**config.mk**
```make
export PLATFORM = sky130hd
export DESIGN_NAME = pll_lock_supervisor_flat
export DESIGN_NICKNAME = d
export VERILOG_FILES = /design/src/rtl/pll_lock_supervisor_if.sv /design/src/rtl/pll_lock_supervisor.sv /design/src/flat_wrapper.sv
export SDC_FILE = /design/constraint.sdc
export NUM_CORES = 1
export LEC_CHECK = 0
export ABC_AREA = 1
export ABC_CLOCK_PERIOD_IN_PS = 4100
export BUFFER_PORTS_ARGS = -buffer_cell sky130_fd_sc_hd__buf_2
export CORE_ASPECT_RATIO = 1.5
export CORE_UTILIZATION = 25
export CTS_BUF_LIST = sky130_fd_sc_hd__clkbuf_4
export CTS_CLUSTER_DIAMETER = 30
export CTS_CLUSTER_SIZE = 28
export DETAILED_ROUTE_END_ITERATION = 8
export HOLD_SLACK_MARGIN = 0.12
export PLACE_DENSITY = 0.41
export SLEW_MARGIN = 20
export SYNTH_ARGS = -nofsm -noshare
export SYNTH_HDL_FRONTEND = slang
export SYNTH_SLANG_ARGS = --single-unit
```
**constraint.sdc**
```tcl
create_clock -name clk100 -period 4.1 [get_ports clk100]
set_clock_uncertainty 0.2 [all_clocks]
set_input_delay 0.82 -clock clk100 [delete_from_list [all_inputs] [get_ports clk100]]
set_output_delay 0.82 -clock clk100 [all_outputs]
set_load 0.05 [all_outputs]
```
**src/rtl/pll_lock_supervisor_if.sv**
```systemverilog
// PLL supervisor status/control bundle.
// Groups the PLL-facing inputs and the supervisor status outputs so that the
// supervisor and its environment share one connection.
//   locked     : PLL locked, asynchronous to clk100
//   clk_edge   : 1-cycle pulse per generated-clock rising edge (clk100 domain)
//   retry_req  : 1-cycle pulse, restarts sequencing from FAIL
//   pll_rst    : PLL reset, active-high
//   slow_rst   : generated-clock domain reset request, active-high
//   ready      : clock proven good (RUN)
//   fail       : sticky failure flag
//   retry_cnt  : attempts consumed since last RUN entry / retry_req
//   last_ratio : most recent measured period in clk100 cycles
//   state      : supervisor state code
// modport master = supervisor side, slave = PLL / environment side.
interface pll_lock_supervisor_if;
  logic       locked;
  logic       clk_edge;
  logic       retry_req;
  logic       pll_rst;
  logic       slow_rst;
  logic       ready;
  logic       fail;
  logic [1:0] retry_cnt;
  logic [7:0] last_ratio;
  logic [2:0] state;

  modport master (
    input  locked, clk_edge, retry_req,
    output pll_rst, slow_rst, ready, fail, retry_cnt, last_ratio, state
  );

  modport slave (
    output locked, clk_edge, retry_req,
    input  pll_rst, slow_rst, ready, fail, retry_cnt, last_ratio, state
  );
endinterface

```
**src/rtl/pll_lock_supervisor.sv**
```systemverilog
// PLL lock supervisor.
// Pulses the PLL reset, waits for lock with a timeout, qualifies lock by a
// stable-lock interval and by measuring the generated-clock period in clk100
// cycles, and retries a bounded number of times before declaring failure.
// slow_rst is released only while the clock is proven good.
//   clk100 : 100 MHz system clock, sole clock
//   rst    : synchronous reset, active-high
//   bus    : status/control bundle (master side), see pll_lock_supervisor_if
//
// state          | meaning
// ST_RESET_PLL 0 | pll_rst held high for RST_CYCLES
// ST_WAIT_LOCK 1 | waiting for locked_s, bounded by LOCK_TIMEOUT
// ST_SETTLE    2 | locked_s must stay high for SETTLE_CYCLES
// ST_CHECK_FREQ3 | measuring periods until CHECK_PERIODS good ones
// ST_RUN       4 | clock good, slow_rst released, monitoring continues
// ST_FAIL      5 | retries exhausted, waits for retry_req
module pll_lock_supervisor #(
  parameter int RST_CYCLES    = 16,
  parameter int LOCK_TIMEOUT  = 100000,
  parameter int SETTLE_CYCLES = 1024,
  parameter int EXP_RATIO     = 10,
  parameter int RATIO_TOL     = 1,
  parameter int CHECK_PERIODS = 8,
  parameter int MAX_RETRIES   = 3
) (
  input logic                   clk100,
  input logic                   rst,
  pll_lock_supervisor_if.master bus
);

  typedef enum logic [2:0] {
    ST_RESET_PLL  = 3'd0,
    ST_WAIT_LOCK  = 3'd1,
    ST_SETTLE     = 3'd2,
    ST_CHECK_FREQ = 3'd3,
    ST_RUN        = 3'd4,
    ST_FAIL       = 3'd5
  } state_t;

  localparam int TMAX0 = (LOCK_TIMEOUT > SETTLE_CYCLES) ? LOCK_TIMEOUT : SETTLE_CYCLES;
  localparam int TMAX  = (TMAX0 > RST_CYCLES) ? TMAX0 : RST_CYCLES;
  localparam int TW    = $clog2(TMAX + 1);
  localparam int GW    = $clog2(CHECK_PERIODS + 1);
  localparam logic [7:0] RATIO_LO = 8'(EXP_RATIO - RATIO_TOL);
  localparam logic [7:0] RATIO_HI = 8'(EXP_RATIO + RATIO_TOL);

  state_t          state, state_nxt;
  logic [TW-1:0]   timer, timer_nxt;
  logic [7:0]      per_cnt, per_nxt;
  logic            armed, armed_nxt;
  logic [GW-1:0]   good_cnt, good_nxt;
  logic [1:0]      retry_cnt, retry_nxt;
  logic [7:0]      last_ratio, ratio_nxt;
  logic            locked_m, locked_s;
  logic            pll_rst, slow_rst, ready, fail;
  logic            do_retry;
  logic            monitoring;
  logic            in_tol;

  assign monitoring = (state == ST_CHECK_FREQ) || (state == ST_RUN);
  assign in_tol     = (per_cnt >= RATIO_LO) && (per_cnt <= RATIO_HI);

  always_comb begin
    state_nxt = state;
    timer_nxt = timer;
    per_nxt   = per_cnt;
    armed_nxt = armed;
    good_nxt  = good_cnt;
    retry_nxt = retry_cnt;
    ratio_nxt = last_ratio;
    do_retry  = 1'b0;

    // Period counter only runs while measuring so every CHECK_FREQ entry starts from 0.
    if (monitoring) begin
      if (bus.clk_edge)          per_nxt = 8'd1;
      else if (per_cnt != 8'hFF) per_nxt = per_cnt + 8'd1;
    end else begin
      per_nxt = '0;
    end

    case (state)
      ST_RESET_PLL: begin
        if (timer == TW'(RST_CYCLES - 1)) state_nxt = ST_WAIT_LOCK;
      end
      ST_WAIT_LOCK: begin
        if (locked_s)                            state_nxt = ST_SETTLE;
        else if (timer == TW'(LOCK_TIMEOUT - 1)) do_retry  = 1'b1;
      end
      ST_SETTLE: begin
        if (!locked_s)                            state_nxt = ST_WAIT_LOCK;
        else if (timer == TW'(SETTLE_CYCLES - 1)) state_nxt = ST_CHECK_FREQ;
      end
      ST_CHECK_FREQ, ST_RUN: begin
        // Priority: lock loss, period error, edge accept, saturation.
        if (!locked_s) begin
          do_retry = 1'b1;
        end else if (bus.clk_edge && armed) begin
          ratio_nxt = per_cnt;
          if (!in_tol) begin
            do_retry = 1'b1;
          end else if (state == ST_CHECK_FREQ) begin
            if (good_cnt == GW'(CHECK_PERIODS - 1)) begin
              state_nxt = ST_RUN;
              retry_nxt = '0;
            end else begin
              good_nxt = good_cnt + GW'(1);
            end
          end
        end else if (bus.clk_edge) begin
          armed_nxt = 1'b1;
        end else if (per_cnt == 8'hFF) begin
          do_retry = 1'b1;
        end
      end
      ST_FAIL: begin
        if (bus.retry_req) begin
          state_nxt = ST_RESET_PLL;
          retry_nxt = '0;
        end
      end
      default: state_nxt = ST_RESET_PLL;
    endcase

    if (do_retry) begin
      if (retry_cnt == 2'(MAX_RETRIES)) begin
        state_nxt = ST_FAIL;
      end else begin
        retry_nxt = retry_cnt + 2'd1;
        state_nxt = ST_RESET_PLL;
      end
    end

    // Shared interval timer: restarts on every state change.
    if (state_nxt != state) begin
      timer_nxt = '0;
    end else if ((state == ST_RESET_PLL) || (state == ST_WAIT_LOCK) || (state == ST_SETTLE)) begin
      timer_nxt = timer + TW'(1);
    end

    if ((state_nxt != ST_CHECK_FREQ) && (state_nxt != ST_RUN)) begin
      armed_nxt = 1'b0;
      good_nxt  = '0;
    end
  end

  always_ff @(posedge clk100) begin
    if (rst) begin
      state      <= ST_RESET_PLL;
      timer      <= '0;
      per_cnt    <= '0;
      armed      <= 1'b0;
      good_cnt   <= '0;
      retry_cnt  <= '0;
      last_ratio <= '0;
      locked_m   <= 1'b0;
      locked_s   <= 1'b0;
      pll_rst    <= 1'b1;
      slow_rst   <= 1'b1;
      ready      <= 1'b0;
      fail       <= 1'b0;
    end else begin
      locked_m   <= bus.locked;
      locked_s   <= locked_m;
      state      <= state_nxt;
      timer      <= timer_nxt;
      per_cnt    <= per_nxt;
      armed      <= armed_nxt;
      good_cnt   <= good_nxt;
      retry_cnt  <= retry_nxt;
      last_ratio <= ratio_nxt;
      pll_rst    <= (state_nxt == ST_RESET_PLL) || (state_nxt == ST_FAIL);
      slow_rst   <= (state_nxt != ST_RUN);
      ready      <= (state_nxt == ST_RUN);
      fail       <= (state_nxt == ST_FAIL);
    end
  end

  assign bus.pll_rst    = pll_rst;
  assign bus.slow_rst   = slow_rst;
  assign bus.ready      = ready;
  assign bus.fail       = fail;
  assign bus.retry_cnt  = retry_cnt;
  assign bus.last_ratio = last_ratio;
  assign bus.state      = state;

endmodule
```
**src/flat_wrapper.sv**
```systemverilog
// flat-port wrapper written by rule: the top's interface ports become plain ports
module pll_lock_supervisor_flat 
#(
  parameter int RST_CYCLES    = 16,
  parameter int LOCK_TIMEOUT  = 100000,
  parameter int SETTLE_CYCLES = 1024,
  parameter int EXP_RATIO     = 10,
  parameter int RATIO_TOL     = 1,
  parameter int CHECK_PERIODS = 8,
  parameter int MAX_RETRIES   = 3
)
  (clk100, rst, bus_locked, bus_clk_edge, bus_retry_req, bus_pll_rst, bus_slow_rst, bus_ready, bus_fail, bus_retry_cnt, bus_last_ratio, bus_state);
  pll_lock_supervisor_if bus_i ();
  input logic clk100;
  input logic rst;
  input wire logic [$bits(bus_i.locked)-1:0] bus_locked;
  input wire logic [$bits(bus_i.clk_edge)-1:0] bus_clk_edge;
  input wire logic [$bits(bus_i.retry_req)-1:0] bus_retry_req;
  output wire logic [$bits(bus_i.pll_rst)-1:0] bus_pll_rst;
  output wire logic [$bits(bus_i.slow_rst)-1:0] bus_slow_rst;
  output wire logic [$bits(bus_i.ready)-1:0] bus_ready;
  output wire logic [$bits(bus_i.fail)-1:0] bus_fail;
  output wire logic [$bits(bus_i.retry_cnt)-1:0] bus_retry_cnt;
  output wire logic [$bits(bus_i.last_ratio)-1:0] bus_last_ratio;
  output wire logic [$bits(bus_i.state)-1:0] bus_state;
  assign bus_i.locked = bus_locked;
  assign bus_i.clk_edge = bus_clk_edge;
  assign bus_i.retry_req = bus_retry_req;
  assign bus_pll_rst = bus_i.pll_rst;
  assign bus_slow_rst = bus_i.slow_rst;
  assign bus_ready = bus_i.ready;
  assign bus_fail = bus_i.fail;
  assign bus_retry_cnt = bus_i.retry_cnt;
  assign bus_last_ratio = bus_i.last_ratio;
  assign bus_state = bus_i.state;
  pll_lock_supervisor #(.RST_CYCLES(RST_CYCLES), .LOCK_TIMEOUT(LOCK_TIMEOUT), .SETTLE_CYCLES(SETTLE_CYCLES), .EXP_RATIO(EXP_RATIO), .RATIO_TOL(RATIO_TOL), .CHECK_PERIODS(CHECK_PERIODS), .MAX_RETRIES(MAX_RETRIES)) u_core (.clk100(clk100), .rst(rst), .bus(bus_i));
endmodule
```
======== Word level (Yosys, flattened, before mapping) ========
Cells that the tools add are included.
W data, S select, Z words.
storage, ports and cells
  register bits after elaboration ......... 49
  bits of input ports ..................... 5
  output and inout port bits .............. 17
  logic and storage cells ................. 90
operators by class
  add/sub/neg operators ................... 4
  magnitude comparators ................... 2
  equality and inequality tests ........... 17
  multiplexer cells ....................... 32
  bitwise gates (word level) .............. 3
  reductions and logical operators ........ 18
operator list
  cell                     count
  $mux W3                  12
  $add A17 B1 Y17 const B  1
  $eq A17 B10 Y1 const B   1
  $eq A17 B17 Y1 const B   1
  $eq A17 B4 Y1 const B    1
  $mux W2                  8
  $pmux W3 S5              1
  $eq A3 B3 Y1 const B     4
  $mux W1                  9
  $add A8 B1 Y8 const B    1
  $eq A8 B8 Y1 const B     1
  $ge A8 B4 Y1 const B     1
  $le A8 B4 Y1 const B     1
  $ne A8 B8 Y1 const B     1
  $reduce_or A2 Y1         4
  $eq A3 B2 Y1 const B     2
  $logic_not A3 Y1         2
  $reduce_and A6 Y1        1
  $add A4 B1 Y4 const B    1
  $eq A4 B3 Y1 const B     1
  $logic_or A1 B1 Y1       4
  $pmux W2 S2              1
  $reduce_and A4 Y1        1
  $eq A3 B1 Y1 const B     1
  11 further kinds         15

======== Depth between registers and ports, before layout ========
  word-level depth ........................ 11
  depth in mapped cells ................... 16
  gate-level depth less buffers ........... 16

======== Worst setup path after synthesis ========
Ideal clock, no wire load.
  path type ............................... reg-to-reg
  start point ............................. register u_core.state[0] (netlist: u_core.bus.state[0])
  end point ............................... register u_core.timer[13]
  library setup time ...................... 0.118 ns
  data arrival time ....................... 1.894 ns
  data required time ...................... 3.782 ns
  slack ................................... 1.888 ns
  cell stages (with the launch flop) ...... 14
  path buffers ............................ 2
  clock period less this slack ............ 2.212 ns
  cell sequence ........................... dfxtp_1 -> buf_6 -> nand2_4 -> nand2_8 -> inv_2 -> nor2_4 -> nand2_2 -> nand2_2 -> nand2_1 -> nand2_2 -> nand2_1 -> nand3_4 -> buf_6 -> nor3_2
on the way
  longest elaborated chain between the ends .. 9
  elaborated cells between the ends (all ways) .. 24
  those cells by class .................... 6 x eq/ne; 13 x mux; 5 x reduce/logical
RTL lines
  item                                     RTL line                                                                           text
  start, declared                          pll_lock_supervisor.sv:47                                                          state_t state, state_nxt;
  start signal, assigned                   pll_lock_supervisor.sv:164                                                         state <= state_nxt;
  $eq A3 B2 Y1 or $mux W3 (tied branches)  pll_lock_supervisor.sv:81, pll_lock_supervisor.sv:101, pll_lock_supervisor.sv:102
  $mux W3                                  pll_lock_supervisor.sv:101                                                         end else if (state == ST_CHECK_FREQ) begin
  $mux W3                                  pll_lock_supervisor.sv:99                                                          if (!in_tol) begin
  $mux W3                                  pll_lock_supervisor.sv:97                                                          end else if (bus.clk_edge && armed) begin
  $mux W3                                  pll_lock_supervisor.sv:95                                                          if (!locked_s) begin
  $pmux W3 S5                              pll_lock_supervisor.sv:81                                                          case (state)
  $mux W3                                  pll_lock_supervisor.sv:124                                                         if (do_retry) begin
  $ne A3 B3 Y1                             pll_lock_supervisor.sv:134                                                         if (state_nxt != state) begin
  $reduce_or A2 Y1 (no line)               -
  end signal, assigned                     pll_lock_supervisor.sv:165                                                         timer <= timer_nxt;
  end, declared                            pll_lock_supervisor.sv:48                                                          logic [TW-1:0] timer, timer_nxt;
Several ways; a longest one is shown, not always the timed one.
A chain may end at the register's enable or synchronous reset.

======== Final worst setup path ========
  start point ............................. register u_core.per_cnt[0]
  end point ............................... register u_core.timer[3]
on the way
  longest elaborated chain between the ends .. 9
  elaborated cells between the ends (all ways) .. 17
  those cells by class .................... 2 x order compare; 2 x eq/ne; 11 x mux; 2 x reduce/logical
RTL lines
  item                                            RTL line                                               text
  start, declared                                 pll_lock_supervisor.sv:49                              logic [7:0] per_cnt, per_nxt;
  start signal, assigned                          pll_lock_supervisor.sv:166                             per_cnt <= per_nxt;
  $ge A8 B4 Y1 (tied with other cells)            pll_lock_supervisor.sv:61                              assign in_tol = (per_cnt >= RATIO_LO) && (per_cnt <= RATIO_HI);
  $logic_and A1 B1 Y1 or $mux W1 (tied branches)  pll_lock_supervisor.sv:61, pll_lock_supervisor.sv:111
  $mux W3 (tied with other cells)                 pll_lock_supervisor.sv:99
  $mux W3 or $mux W1 (tied branches)              pll_lock_supervisor.sv:97
  $mux W3 or $mux W1 (tied branches)              pll_lock_supervisor.sv:95
  $pmux W3 S5 or $pmux W1 S2 (tied branches)      pll_lock_supervisor.sv:81
  $mux W3 *                                       pll_lock_supervisor.sv:124
  $ne A3 B3 Y1 *                                  pll_lock_supervisor.sv:134
  $reduce_or A2 Y1 (no line) *                    -
Mark *: on every way between the ends. The rest lies on a longest branch, timed or not.

==> report_table.html <==
<table>
<tr><th>Metric</th><th>Value</th></tr>
<tr><th colspan="2">Clocking</th></tr>
<tr><td>Post-CTS repair timing setup buffer count</td><td>0</td></tr>
<tr><td>Number of hold-repair buffers added at the cts stage</td><td>0</td></tr>
<tr><td>Clk Latency, worst-skew pair</td><td>0.41 ns</td></tr>
<tr><td>Number of sinks driven by the clock tree</td><td>49</td></tr>
<tr><td>Depth of the CTS H-tree</td><td>2</td></tr>
<tr><td>Buffer depth of the longest clock path</td><td>2</td></tr>
<tr><td>Clock buffer count from CTS</td><td>5</td></tr>
<tr><td>Clock tree from TritonCTS</td><td>built</td></tr>
<tr><td>Root buffer selected by CTS</td><td>sky130_fd_sc_hd__clkbuf_4</td></tr>
<tr><td>Clock transition at path regs</td><td>0.18 ns</td></tr>
<tr><td>CTS resizes</td><td>0</td></tr>
<tr><th colspan="2">Yosys</th></tr>
<tr><td>Synthesis Warnings</td><td>0</td></tr>
<tr><td>Top-area cell type share of the netlist area</td><td>36.88%</td></tr>
<tr><td>Sequential cell area fraction in the yosys report</td><td>36.88%</td></tr>
<tr><td>Combinational family with the most area after synthesis</td><td>simple AND/OR/NAND/NOR gates</td></tr>
<tr><td>Cell accounting for the most synthesized area</td><td>sky130_fd_sc_hd__dfxtp_1</td></tr>
<tr><td>Simple logic cell fraction of the synthesized area</td><td>34.01%</td></tr>
<tr><td>Number of flops mapped to enable cells by yosys</td><td>0</td></tr>
<tr><td>Post-synthesis share of cell area spent on full adders, half adders and majority gates</td><td>2.822%</td></tr>
<tr><td>Synth cell types</td><td>39</td></tr>
<tr><td>Post-synth net total</td><td>364</td></tr>
<tr><td>Largest cells by area after synthesis</td><td>sky130_fd_sc_hd__dfxtp_1 37%, sky130_fd_sc_hd__nand2_1 7.5%, sky130_fd_sc_hd__inv_1 7.3%</td></tr>
<tr><td>Leading register cell type out of synthesis</td><td>sky130_fd_sc_hd__dfxtp_1</td></tr>
<tr><td>Mux cell area share after synthesis</td><td>0.7996%</td></tr>
<tr><td>Share of synthesized flip-flops with an asynchronous set or reset</td><td>0%</td></tr>
<tr><td>Synth Instances</td><td>353</td></tr>
<tr><td>Total standard cell area after synthesis</td><td>2660 sq um</td></tr>
<tr><td>Synth Area in XOR/XNOR</td><td>7.244%</td></tr>
<tr><td>Fraction of the mapped netlist area in compound gates</td><td>7.808%</td></tr>
<tr><td>Average size of a mapped cell</td><td>7.536 sq um</td></tr>
<tr><td>Count of state elements after synthesis</td><td>49</td></tr>
<tr><th colspan="2">Hold path</th></tr>
<tr><td>Classification of the worst-slack hold path</td><td>flip-flop to flip-flop</td></tr>
<tr><th colspan="2">Route</th></tr>
<tr><td>Initial detailed-routing violation count</td><td>86</td></tr>
<tr><td>DRC violation count after routing</td><td>0</td></tr>
<tr><td>Post-DR wirelength/cell</td><td>11.78 um</td></tr>
<tr><td>Detailed-route vias per instance</td><td>4.300</td></tr>
<tr><td>Final wirelength</td><td>6055 um</td></tr>
<tr><td>Antenna viol nets, final</td><td>0</td></tr>
<tr><td>Detailed-routing iteration count for the pre-antenna-repair pass</td><td>4</td></tr>
<tr><td>Overall via count from detail_route</td><td>2210</td></tr>
<tr><th colspan="2">Power and ir drop</th></tr>
<tr><td>Portion of total power attributed to the clock network</td><td>34.6%</td></tr>
<tr><td>Combinational group share of total power</td><td>2.7%</td></tr>
<tr><td>Leakage component of the power</td><td>0.001173 uW</td></tr>
<tr><td>Int Power</td><td>563.5 uW</td></tr>
<tr><td>Switching share of total power</td><td>27.00%</td></tr>
<tr><td>Total net switching power</td><td>208.5 uW</td></tr>
<tr><td>Sequential power share</td><td>62.7%</td></tr>
<tr><td>Areal power density over the cells</td><td>262.7 nW/um^2</td></tr>
<tr><td>Peak VDD IR</td><td>0.0001248 V</td></tr>
<tr><th colspan="2">Critical path</th></tr>
<tr><td>Flop2flop setup slack</td><td>1.66 ns</td></tr>
<tr><td>Capturing element of the worst setup path</td><td>u_core.timer[3]</td></tr>
<tr><td>CP Launch Type</td><td>flip-flop</td></tr>
<tr><td>Worst setup path start</td><td>u_core.per_cnt[0]</td></tr>
<tr><td>Reg2reg path depth</td><td>13</td></tr>
<tr><td>CP Data Required Time</td><td>4.23 ns</td></tr>
<tr><td>Highest fanout seen on the critical path</td><td>17</td></tr>
<tr><td>Worst endpoint data arrival time</td><td>2.57 ns</td></tr>
<tr><td>Worst reg2reg endpoint</td><td>u_core.timer[3]</td></tr>
<tr><td>Maximum single-stage delay on the critical path</td><td>0.52 ns</td></tr>
<tr><td>CP endpoint kind</td><td>flip-flop</td></tr>
<tr><td>Ordered cell list for the critical path</td><td>inv_1, ha_1, nand2_1, nand2_1, o21ai_2, nand3_2, nand2_2, nand2_2, nand2_1, nand2_2, nand2_1, nand3_4, nor3_1</td></tr>
<tr><td>Cell type of the slowest stage on the worst timing path</td><td>sky130_fd_sc_hd__dfxtp_1</td></tr>
<tr><td>Worst R2R Start</td><td>u_core.per_cnt[0]</td></tr>
<tr><td>Most frequent cell on the critical path</td><td>sky130_fd_sc_hd__nand2_1</td></tr>
<tr><td>Critical path type</td><td>flip-flop to flip-flop</td></tr>
<tr><th colspan="2">Place</th></tr>
<tr><td>Count of buffers inserted at the top-level ports</td><td>21</td></tr>
<tr><td>DP Cell Count</td><td>506</td></tr>
<tr><td>GP Congestion</td><td>0.7997</td></tr>
<tr><td>Sum of net half-perimeters after detailed placement</td><td>4664 um</td></tr>
<tr><th colspan="2">Global routing</th></tr>
<tr><td>Vias in the first global route</td><td>2198</td></tr>
<tr><td>Global route overflow</td><td>0</td></tr>
<tr><td>Global-route wire length before repair</td><td>10380 um</td></tr>
<tr><td>Pin count of the biggest net entering global routing</td><td>19</td></tr>
<tr><td>Global-route usage over all layers</td><td>12.05%</td></tr>
<tr><td>Initial antenna violation count</td><td>0</td></tr>
<tr><th colspan="2">Finish</th></tr>
<tr><td>Synth-to-Final Area Change</td><td>10.49%</td></tr>
<tr><td>Non-filler cells in the finished layout</td><td>514</td></tr>
<tr><td>Net count reported at finish</td><td>383</td></tr>
<tr><td>Antenna Diode Count</td><td>0</td></tr>
<tr><td>Fraction of layout instances using a drive strength above 1</td><td>18.50%</td></tr>
<tr><th colspan="2">Floorplan</th></tr>
<tr><td>Die Width</td><td>86.22 um</td></tr>
<tr><td>Number of ports placed on the die boundary</td><td>22</td></tr>
<tr><td>Effective utilization at floorplan</td><td>25.96%</td></tr>
<tr><td>Die area</td><td>11070 sq um</td></tr>
<tr><td>Floorplan Core Area</td><td>10250 sq um</td></tr>
<tr><td>Die height</td><td>128.3 um</td></tr>
<tr><td>Placement row count</td><td>45</td></tr>
<tr><th colspan="2">Timing</th></tr>
<tr><td>Final count of pins violating max slew</td><td>0</td></tr>
<tr><td>Setup repair after global routing missed its margin</td><td>no</td></tr>
<tr><td>Final Critical Period</td><td>2.440 ns</td></tr>
<tr><td>Number of failing setup endpoints in the final timing report</td><td>0</td></tr>
<tr><td>Worst slew slack as a fraction of its limit</td><td>66.12%</td></tr>
<tr><td>Final Hold Violating Endpoints</td><td>0</td></tr>
<tr><td>Final-layout worst hold slack</td><td>0.2314 ns</td></tr>
<tr><td>Fmax</td><td>0.4098 GHz</td></tr>
<tr><td>Final Cycle Share</td><td>59.51%</td></tr>
<tr><td>Setup TNS</td><td>0 ns</td></tr>
<tr><td>Slew at the pin with the worst max-slew slack</td><td>0.5068 ns</td></tr>
<tr><th colspan="2">Flow run</th></tr>
<tr><td>Number of violations of the max-capacitance limit</td><td>0</td></tr>
<tr><th colspan="2">Status</th></tr>
<tr><td>Run status</td><td>completed</td></tr>
</table>
## critical path: cells and delay by family (launching register included)
family                   cells  cell delay [ns]
flip-flops                   1             0.52
AND/OR/NAND/NOR             10             1.20
adder cells (fa/ha/maj)      1             0.20
AO/OA/AOI/OAI                1             0.13
buffers and inverters        1             0.10
## synth_stat cells (2+ instances only)
| library cell | n |
|---|---|
| sky130_fd_sc_hd__nor3_1 | 13 |
| sky130_fd_sc_hd__nand3_2 | 4 |
| sky130_fd_sc_hd__nand2_2 | 8 |
| sky130_fd_sc_hd__a21oi_1 | 17 |
| sky130_fd_sc_hd__a31oi_1 | 2 |
| sky130_fd_sc_hd__dfxtp_1 | 49 |
| sky130_fd_sc_hd__nor2_1 | 39 |
| sky130_fd_sc_hd__inv_2 | 2 |
| sky130_fd_sc_hd__o21ai_0 | 12 |
| sky130_fd_sc_hd__buf_6 | 4 |
| sky130_fd_sc_hd__nor4_1 | 2 |
| sky130_fd_sc_hd__inv_1 | 52 |
| sky130_fd_sc_hd__nand3_1 | 28 |
| sky130_fd_sc_hd__nand2_1 | 53 |
| sky130_fd_sc_hd__nor2_2 | 5 |
| sky130_fd_sc_hd__nand2_4 | 2 |
| sky130_fd_sc_hd__xnor2_1 | 6 |
| sky130_fd_sc_hd__ha_1 | 6 |
| sky130_fd_sc_hd__nor3_2 | 11 |
| sky130_fd_sc_hd__xor2_1 | 16 |
| sky130_fd_sc_hd__clkbuf_1 | 3 |
| sky130_fd_sc_hd__nand4_1 | 2 |
## layer usage
metal  global-route usage (%)  routed length (um)  vias up
met1                    12.77                2405     1016
met2                    22.13                3300       21
met3                    2.694                 163       10
li1                         -                   -     1163
met4                    5.980                 185        0
met5                        0                   0        -
## kinds of logic after synthesis
kind of cell,after synthesis
buf+inv,64
xor+xnor,22
fa+ha+maj,6
mux,2
compound gates,37
simple gates,173
flops,49
## worst min path at each step
stage                      endpoint             from  cells after the start  slack (ns)
floorplan           u_core.locked_s  u_core.locked_m                      2        0.19
CTS                 u_core.locked_s  u_core.locked_m                      2        0.24
global placement    u_core.locked_s  u_core.locked_m                      2        0.22
global route        u_core.locked_s  u_core.locked_m                      2        0.26
detailed placement  u_core.locked_s  u_core.locked_m                      2        0.22
finish              u_core.locked_s  u_core.locked_m                      2        0.23
## layout by cell type (no fill, tap or decap), drive strengths merged, types with 3 or more instances in the layout
cell / count
inv: 58
xnor2: 6
o21ai: 13
nor3: 24
nor4: 3
xor2: 16
buf: 21
a21oi: 17
ha: 6
nor2: 45
clkbuf: 5
nand2: 64
dfxtp: 49
nand3: 33
## through the flow
| step | instance area [sq um] | setup slack (ns) | power [uW] | util (%) |
|---|---|---|---|---|
| 2_1_floorplan | 2660 | 1.888 | 509.7 | - |
| 6_report | 2939 | 1.660 | 772.0 | 28.68 |
| 3_5_place_dp | 2873 | 1.531 | 515.3 | 28.03 |
| 5_1_grt | 2939 | 1.356 | 805.9 | 28.68 |
| 4_1_cts | 2939 | 1.626 | 786.1 | 28.68 |
| 3_3_place_gp | 2873 | 1.583 | 515.2 | 28.03 |
## power by group through the flow
stage / Sequential (uW) / Clock [uW] / Combinational, uW
3_5_place_dp: 494 / 0 / 21.4
2_1_floorplan: 492 / 0 / 17.3
3_3_place_gp: 494 / 0 / 21.4
4_1_cts: 484 / 281 / 21.4
6_report: 484 / 267 / 20.7
5_1_grt: 485 / 297 / 23.9
## cell type report
class / count / area, sq um
Sequential cell: 49 / 980.9
Tap cell: 141 / 176.4
Fill cell: 1193 / 7308
Multi-Input combinational cell: 240 / 1401
Clock buffer: 5 / 37.54
Inverter: 55 / 209.0
Timing Repair Buffer: 21 / 105.1
Clock inverter: 3 / 28.78
## flip-flops by register name, indices dropped and copies added (netlist names), 2 cells and up
name and cells:
u_core.timer 17, u_core.bus.last_ratio 8, u_core.per_cnt 8, u_core.good_cnt 4, u_core.bus.state 3, u_core.bus.retry_cnt 2
Note: power is estimated with default switching activity, not from simulation.
